[src/rtl/sw_input_conditioner.sv]
// sw_input_conditioner
//   Input stage for the picoMips core. Synchronises the raw slide switches,
//   debounces the "enter" strobe and captures exactly one data byte per
//   physical press, then offers it to the core over a valid/ack handshake.
//
// Ports
//   Clock       in   system clock, all logic on posedge
//   Reset       in   synchronous, active-high reset
//   SW_data     in   raw switch data byte (asynchronous)
//   SW_strobe   in   raw enter switch (asynchronous, bouncy)
//   data_out    out  captured byte, stable while data_valid is high
//   data_valid  out  data_out holds an unconsumed byte
//   data_ack    in   core consumed data_out (ignored unless data_valid)
module sw_input_conditioner #(
  parameter int unsigned DATA_W          = 8,
  parameter int unsigned SYNC_STAGES     = 2,
  parameter int unsigned DEBOUNCE_CYCLES = 16
) (
  input  logic              Clock,
  input  logic              Reset,
  input  logic [DATA_W-1:0] SW_data,
  input  logic              SW_strobe,
  output logic [DATA_W-1:0] data_out,
  output logic              data_valid,
  input  logic              data_ack
);

  localparam int unsigned CNT_W = (DEBOUNCE_CYCLES > 1) ? $clog2(DEBOUNCE_CYCLES) : 1;
  localparam logic [CNT_W-1:0] CNT_LAST = CNT_W'(DEBOUNCE_CYCLES - 1);
  localparam logic [CNT_W-1:0] CNT_ONE  = CNT_W'(1);

  typedef enum logic [1:0] {
    S_IDLE    = 2'd0,
    S_PRESS   = 2'd1,
    S_VALID   = 2'd2,
    S_RELEASE = 2'd3
  } state_e;

  logic [SYNC_STAGES-1:0]             strobe_sync_q, strobe_sync_d;
  logic [SYNC_STAGES-1:0][DATA_W-1:0] data_sync_q, data_sync_d;
  logic                               strobe_s;
  logic [DATA_W-1:0]                  data_s;

  state_e            state_q, state_d;
  logic [CNT_W-1:0]  cnt_q, cnt_d;
  logic [DATA_W-1:0] data_out_q, data_out_d;
  logic              data_valid_q, data_valid_d;

  // Synchroniser shift chains; index 0 is the first stage.
  always_comb begin
    strobe_sync_d = {strobe_sync_q[SYNC_STAGES-2:0], SW_strobe};
    data_sync_d   = {data_sync_q[SYNC_STAGES-2:0], SW_data};
    strobe_s      = strobe_sync_q[SYNC_STAGES-1];
    data_s        = data_sync_q[SYNC_STAGES-1];
  end

  // Debounce / capture / handshake FSM.
  always_comb begin
    state_d      = state_q;
    cnt_d        = cnt_q;
    data_out_d   = data_out_q;
    data_valid_d = data_valid_q;

    case (state_q)
      S_IDLE: begin
        // The sample that triggers the move already counts as the first.
        if (strobe_s) begin
          state_d = S_PRESS;
          cnt_d   = CNT_ONE;
        end
      end

      S_PRESS: begin
        if (!strobe_s) begin
          state_d = S_IDLE;
          cnt_d   = '0;
        end else if (cnt_q == CNT_LAST) begin
          state_d      = S_VALID;
          cnt_d        = '0;
          data_out_d   = data_s;
          data_valid_d = 1'b1;
        end else begin
          cnt_d = cnt_q + CNT_ONE;
        end
      end

      S_VALID: begin
        // Strobe is ignored here: no overwrite, no queueing.
        if (data_ack) begin
          state_d      = S_RELEASE;
          cnt_d        = '0;
          data_valid_d = 1'b0;
        end
      end

      S_RELEASE: begin
        // Re-arm only after a full run of stable-low samples.
        if (strobe_s) begin
          cnt_d = '0;
        end else if (cnt_q == CNT_LAST) begin
          state_d = S_IDLE;
          cnt_d   = '0;
        end else begin
          cnt_d = cnt_q + CNT_ONE;
        end
      end

      default: begin
        state_d      = S_RELEASE;
        cnt_d        = '0;
        data_valid_d = 1'b0;
      end
    endcase
  end

  // State and datapath registers; reset lands in RELEASE so a strobe held
  // through reset is not treated as a press.
  always_ff @(posedge Clock) begin
    if (Reset) begin
      strobe_sync_q <= '0;
      data_sync_q   <= '0;
      state_q       <= S_RELEASE;
      cnt_q         <= '0;
      data_out_q    <= '0;
      data_valid_q  <= 1'b0;
    end else begin
      strobe_sync_q <= strobe_sync_d;
      data_sync_q   <= data_sync_d;
      state_q       <= state_d;
      cnt_q         <= cnt_d;
      data_out_q    <= data_out_d;
      data_valid_q  <= data_valid_d;
    end
  end

  assign data_out   = data_out_q;
  assign data_valid = data_valid_q;

endmodule
[config.mk]
export PLATFORM = sky130hd
export DESIGN_NAME = sw_input_conditioner
export DESIGN_NICKNAME = d
export VERILOG_FILES = /design/src/rtl/sw_input_conditioner.sv
export SDC_FILE = /design/constraint.sdc
export NUM_CORES = 1
export LEC_CHECK = 0
export CORE_MARGIN = 10
export CORE_UTILIZATION = 45
export CTS_CLUSTER_SIZE = 12
export DETAILED_ROUTE_END_ITERATION = 16
export GPL_TIMING_DRIVEN = 0
export HOLD_SLACK_MARGIN = 0.05
export MAX_ROUTING_LAYER = met4
export PLACE_DENSITY = 0.72
export SYNTH_ARGS = -nofsm -noshare
export SYNTH_HDL_FRONTEND = slang
export SYNTH_SLANG_ARGS = --single-unit
[constraint.sdc]
create_clock -name Clock -period 1.5 [get_ports Clock]
set_clock_uncertainty 0.2 [all_clocks]
set_input_delay 0.45 -clock Clock [delete_from_list [all_inputs] [get_ports Clock]]
set_output_delay 0.45 -clock Clock [all_outputs]
set_load 0.05 [all_outputs]
==> results.txt <==
- Number of max-cap violations: 0
* Post-detailed-route count of antenna-violating nets: 0
- Final count of hold timing violations: 0
* DR DRC count: 0
* Top cells by area in the synthesized netlist: sky130_fd_sc_hd__dfxtp_1 54%, sky130_fd_sc_hd__nor2b_1 9.1%, sky130_fd_sc_hd__a21oi_1 4.9%
- After layout, the worst setup slack is 0.00948 ns.
* Count of pins on the block boundary: 21
* Wire length of the first global-routing pass: 4100 um
- The final-report max-slew violation count came to 0.
- Placed wire-length estimate after detailed placement: between 1500 and 2000 um
* # rows: 18
- After synthesis the cells add up to 0.00123 mm^2.
- The detailed router finished its first iteration with 53 violations.
- Slowest cell on the critical path: sky130_fd_sc_hd__dfxtp_2
- The setup check on the worst reg-to-reg path leaves a slack of roughly 0.06 ns.
- For this design the ratio of total power to cell area is ~1100 mW/mm^2.
- CP required: between 0.8 and 0.9 ns
- Aggregate routed wire length: between 2000 and 3000 um
- The critical path is of the reg2out type.
* Area post-placement: roughly 0.0015 mm^2
* Dpl ws: -0.379 ns
* Clock transition at the registers of the reported paths: 0.10 ns
- Hold-fix buffers at CTS: 0
- The filler cells instantiated in the layout total approximately 210.
- The number of nets handed over by synthesis was 137.
- Seq cells post-synth: 33
- Area occupied by multi-input gates: 523 um^2
* Worst path bufs/invs: 1
- Post-synthesis sequential area ratio: 53.7%
- The floorplan step set the die width to 72.3 um.
- The number of antenna violations at the first check in global routing is 0.
* Post-DR vias/cell: 5.18
- Data on the critical path arrives at its endpoint at roughly 0.84 ns.
- The finished cells cover ~0.0017 mm^2.
* Critical path launch point type: flip-flop
* Cell count of the worst hold path: 1
- Walking the worst path, the cells encountered are buf_8.
- Pin count of the biggest net entering global routing: 12
- The final route contains roughly 960 vias.
- Leak pwr: between 0.6 and 0.7 nW
- The tightest min-delay check is of the reg2reg type.
* Max H-tree Level: 2
- Initial Utilization: around half
- Period Utilization, post-route: slightly below 100%
* Number of port buffers: 20
- Count of non-filler cells in the finished layout: roughly 190
- Worst reg2reg startpoint: cnt_q[0]
* Final critical-path required period: roughly 1.5 ns
- The clock drives 33 sinks.
* Dominant delay contributor by cell family on the critical path: flip-flops
* RD Place Congestion: approximately 0.83
* Synth Warn #: 0
* Buffer type at the clock tree root: sky130_fd_sc_hd__clkbuf_4
* Max IR drop VDD: between 0.001 and 0.0015 V
- Worst Max-Slew Pin Slew: 0.360 ns
* Maximum single-stage delay on the critical path: around 0.36 ns
* Startpoint of the lowest-slack hold path: data_sync_d[14]
* Worst reg2reg path depth: 4
* Count of final setup violators: 0
- 0 antenna diodes ended up in the layout.
* Area added between synthesis and finish: 37.0%
- Total gr overflow: 0
* Nature of the critical path endpoint: output pin
- Counting the buffers created by CTS gives 5.
* Number of placed instances, taps included: 174
- Post-Syn Instances: between 100 and 150
- The flow ran to the end, and the final reports show no timing, DRC or antenna violations.
* RSZ-0062 raised after global routing: yes
- DIE HEIGHT: approximately 72 um
- The die covers between 0.005 and 0.006 mm^2.
* GRT Overall Usage: under 10%
* CP max FO: 2
- In this run the biggest area consumer among cell types represents between 50% and 60% of the synthesized area.
- In the final routed layout, each cell accounts on average for approximately 14 um.
- Mean cell area of the mapped netlist: slightly below 10 um^2
- Maximum buffer depth of the clock tree: 2
- End point of the worst hold path: data_s[6]
- Sequential cell area: slightly below 700 um^2
* Latest clock arrival within the worst-skew pair: roughly 0.33 ns
- Setup crit start: data_out[7]
* Floorplan Core Area: roughly 0.0025 mm^2
- Number of global-route vias before repair: around 950
- Timing would allow up to around 670 MHz.
- The synthesized design spends more area on one cell type than any other, namely sky130_fd_sc_hd__dfxtp_1.
- In the final design database the tool counted between 150 and 200 nets.
- Slew Limit Headroom: 76.0%
- The synthesized netlist contains 29 unique library cells.
- TritonCTS built the clock tree.
- Fraction of final layout cells sized beyond drive strength 1: 30.1%
* Detailed Routing Iterations Pass 1: 4
-- cells by family (layout without fill, tap and decap cells) --
| kind of cell | Yosys count | in the layout | share of synthesized area, % |
|---|---|---|---|
| AO/OA/AOI/OAI | 33 | 33 | 16.3 |
| flip-flops | 33 | 33 | 53.7 |
| buffers and inverters | 12 | 44 | 5.18 |
| AND/OR/NAND/NOR | 44 | 44 | 21.6 |
| adder cells (fa/ha/maj) | 1 | 1 | 1.02 |
| XOR/XNOR | 1 | 1 | 2.24 |
-- layout by cell type (no fill, tap or decap), types with 3 or more instances in the layout --
cell / netlist / final
sky130_fd_sc_hd__buf_8: 0 / 6
sky130_fd_sc_hd__nor3b_1: 3 / 3
sky130_fd_sc_hd__dfxtp_2: 0 / 10
sky130_fd_sc_hd__buf_4: 2 / 7
sky130_fd_sc_hd__nor2b_1: 18 / 18
sky130_fd_sc_hd__buf_6: 1 / 4
sky130_fd_sc_hd__nand2_1: 4 / 4
sky130_fd_sc_hd__nand3_1: 10 / 10
sky130_fd_sc_hd__clkbuf_4: 0 / 5
sky130_fd_sc_hd__dfxtp_1: 33 / 21
sky130_fd_sc_hd__o21ai_0: 10 / 10
sky130_fd_sc_hd__a21oi_1: 12 / 11
sky130_fd_sc_hd__clkdlybuf4s50_1: 0 / 11
sky130_fd_sc_hd__clkbuf_2: 1 / 3
sky130_fd_sc_hd__a311oi_1: 3 / 3
-- flip-flops by register name (all words and copies together) (netlist names), named ones only --
signal and flops:
strobe_sync_q 2, data_valid 1, data_sync_d 8, data_out 8
state_q 1, data_s 8, cnt_q 4
-- metal layers --
| metal | routed length (um) | vias up | track usage [%] |
|---|---|---|---|
| met1 | 1180 | 429 | 10.3 |
| met4 | 44 | 0 | 5.16 |
| met5 | 0 | - | - |
| li1 | - | 500 | - |
| met3 | 159 | 6 | 4.22 |
| met2 | 1170 | 29 | 15.8 |
-- how the worst max path moves through the flow --
stage,to,slack (ns),cells past startpoint
after global placement,flip-flop,-0.35,3
after global routing,data_out[7],-0.04,1
final,data_out[7],0.009,1
after CTS,data_out[7],-0.008,1
after detailed placement,data_out[3],-0.38,3
after floorplan,data_out[0],0.06,5
-- area by class of cell --
| cell class | instances | area share (%) |
|---|---|---|
| Sequential cell | 33 | 40.4 |
| Clock inverter | 3 | 3.86 |
| Multi-Input combinational cell | 79 | 31.0 |
| Inverter | 2 | 0.445 |
| Buffer | 10 | 4.23 |
| Clock buffer | 5 | 2.23 |
| Timing Repair Buffer | 24 | 15.7 |
| Tap cell | 30 | 2.23 |
-- cell usage after synthesis, drive strengths merged --
library cell   n
buf            5
a31oi          2
and3b          1
nor3b          3
o21ai         10
dfxtp         33
a311oi         3
nand3         10
and4           2
o21bai         1
xor2           1
nor2b         18
nand2          4
ha             1
inv            2
clkbuf         5
nand4b         1
a21oi         12
a211oi         1
a41oi          1
and2b          1
o221ai         2
nand2b         1
nor2           1
nand4          2
a211o          1
-- metrics by stage --
stage                     util, %  power (W)  hold slack [ns]  TNS [ns]
after floorplan                 -   0.000986            0.214         0
after global placement       57.7    0.00103            0.222    -11.62
after detailed placement     57.7    0.00103            0.220    -12.38
after CTS                    64.4    0.00185            0.246  -0.00781
after global routing         66.3    0.00192            0.262    -0.172
final                        66.3    0.00186            0.245         0
-- report_power, final --
part	internal, W	leakage (nW)	switching, W	total (W)
clock network	0.000516	0.0552	0.000313	0.000829
logic	0.0000668	0.305	0.0000432	0.000110
registers	0.000905	0.276	0.0000140	0.000919
-- timing repair --
action	CTS	global route
setup buffers	1	3
resized for setup	84	8
setup endpoints to repair	21	15
pin swaps	1	2
(Power assumes the default switching activity.)
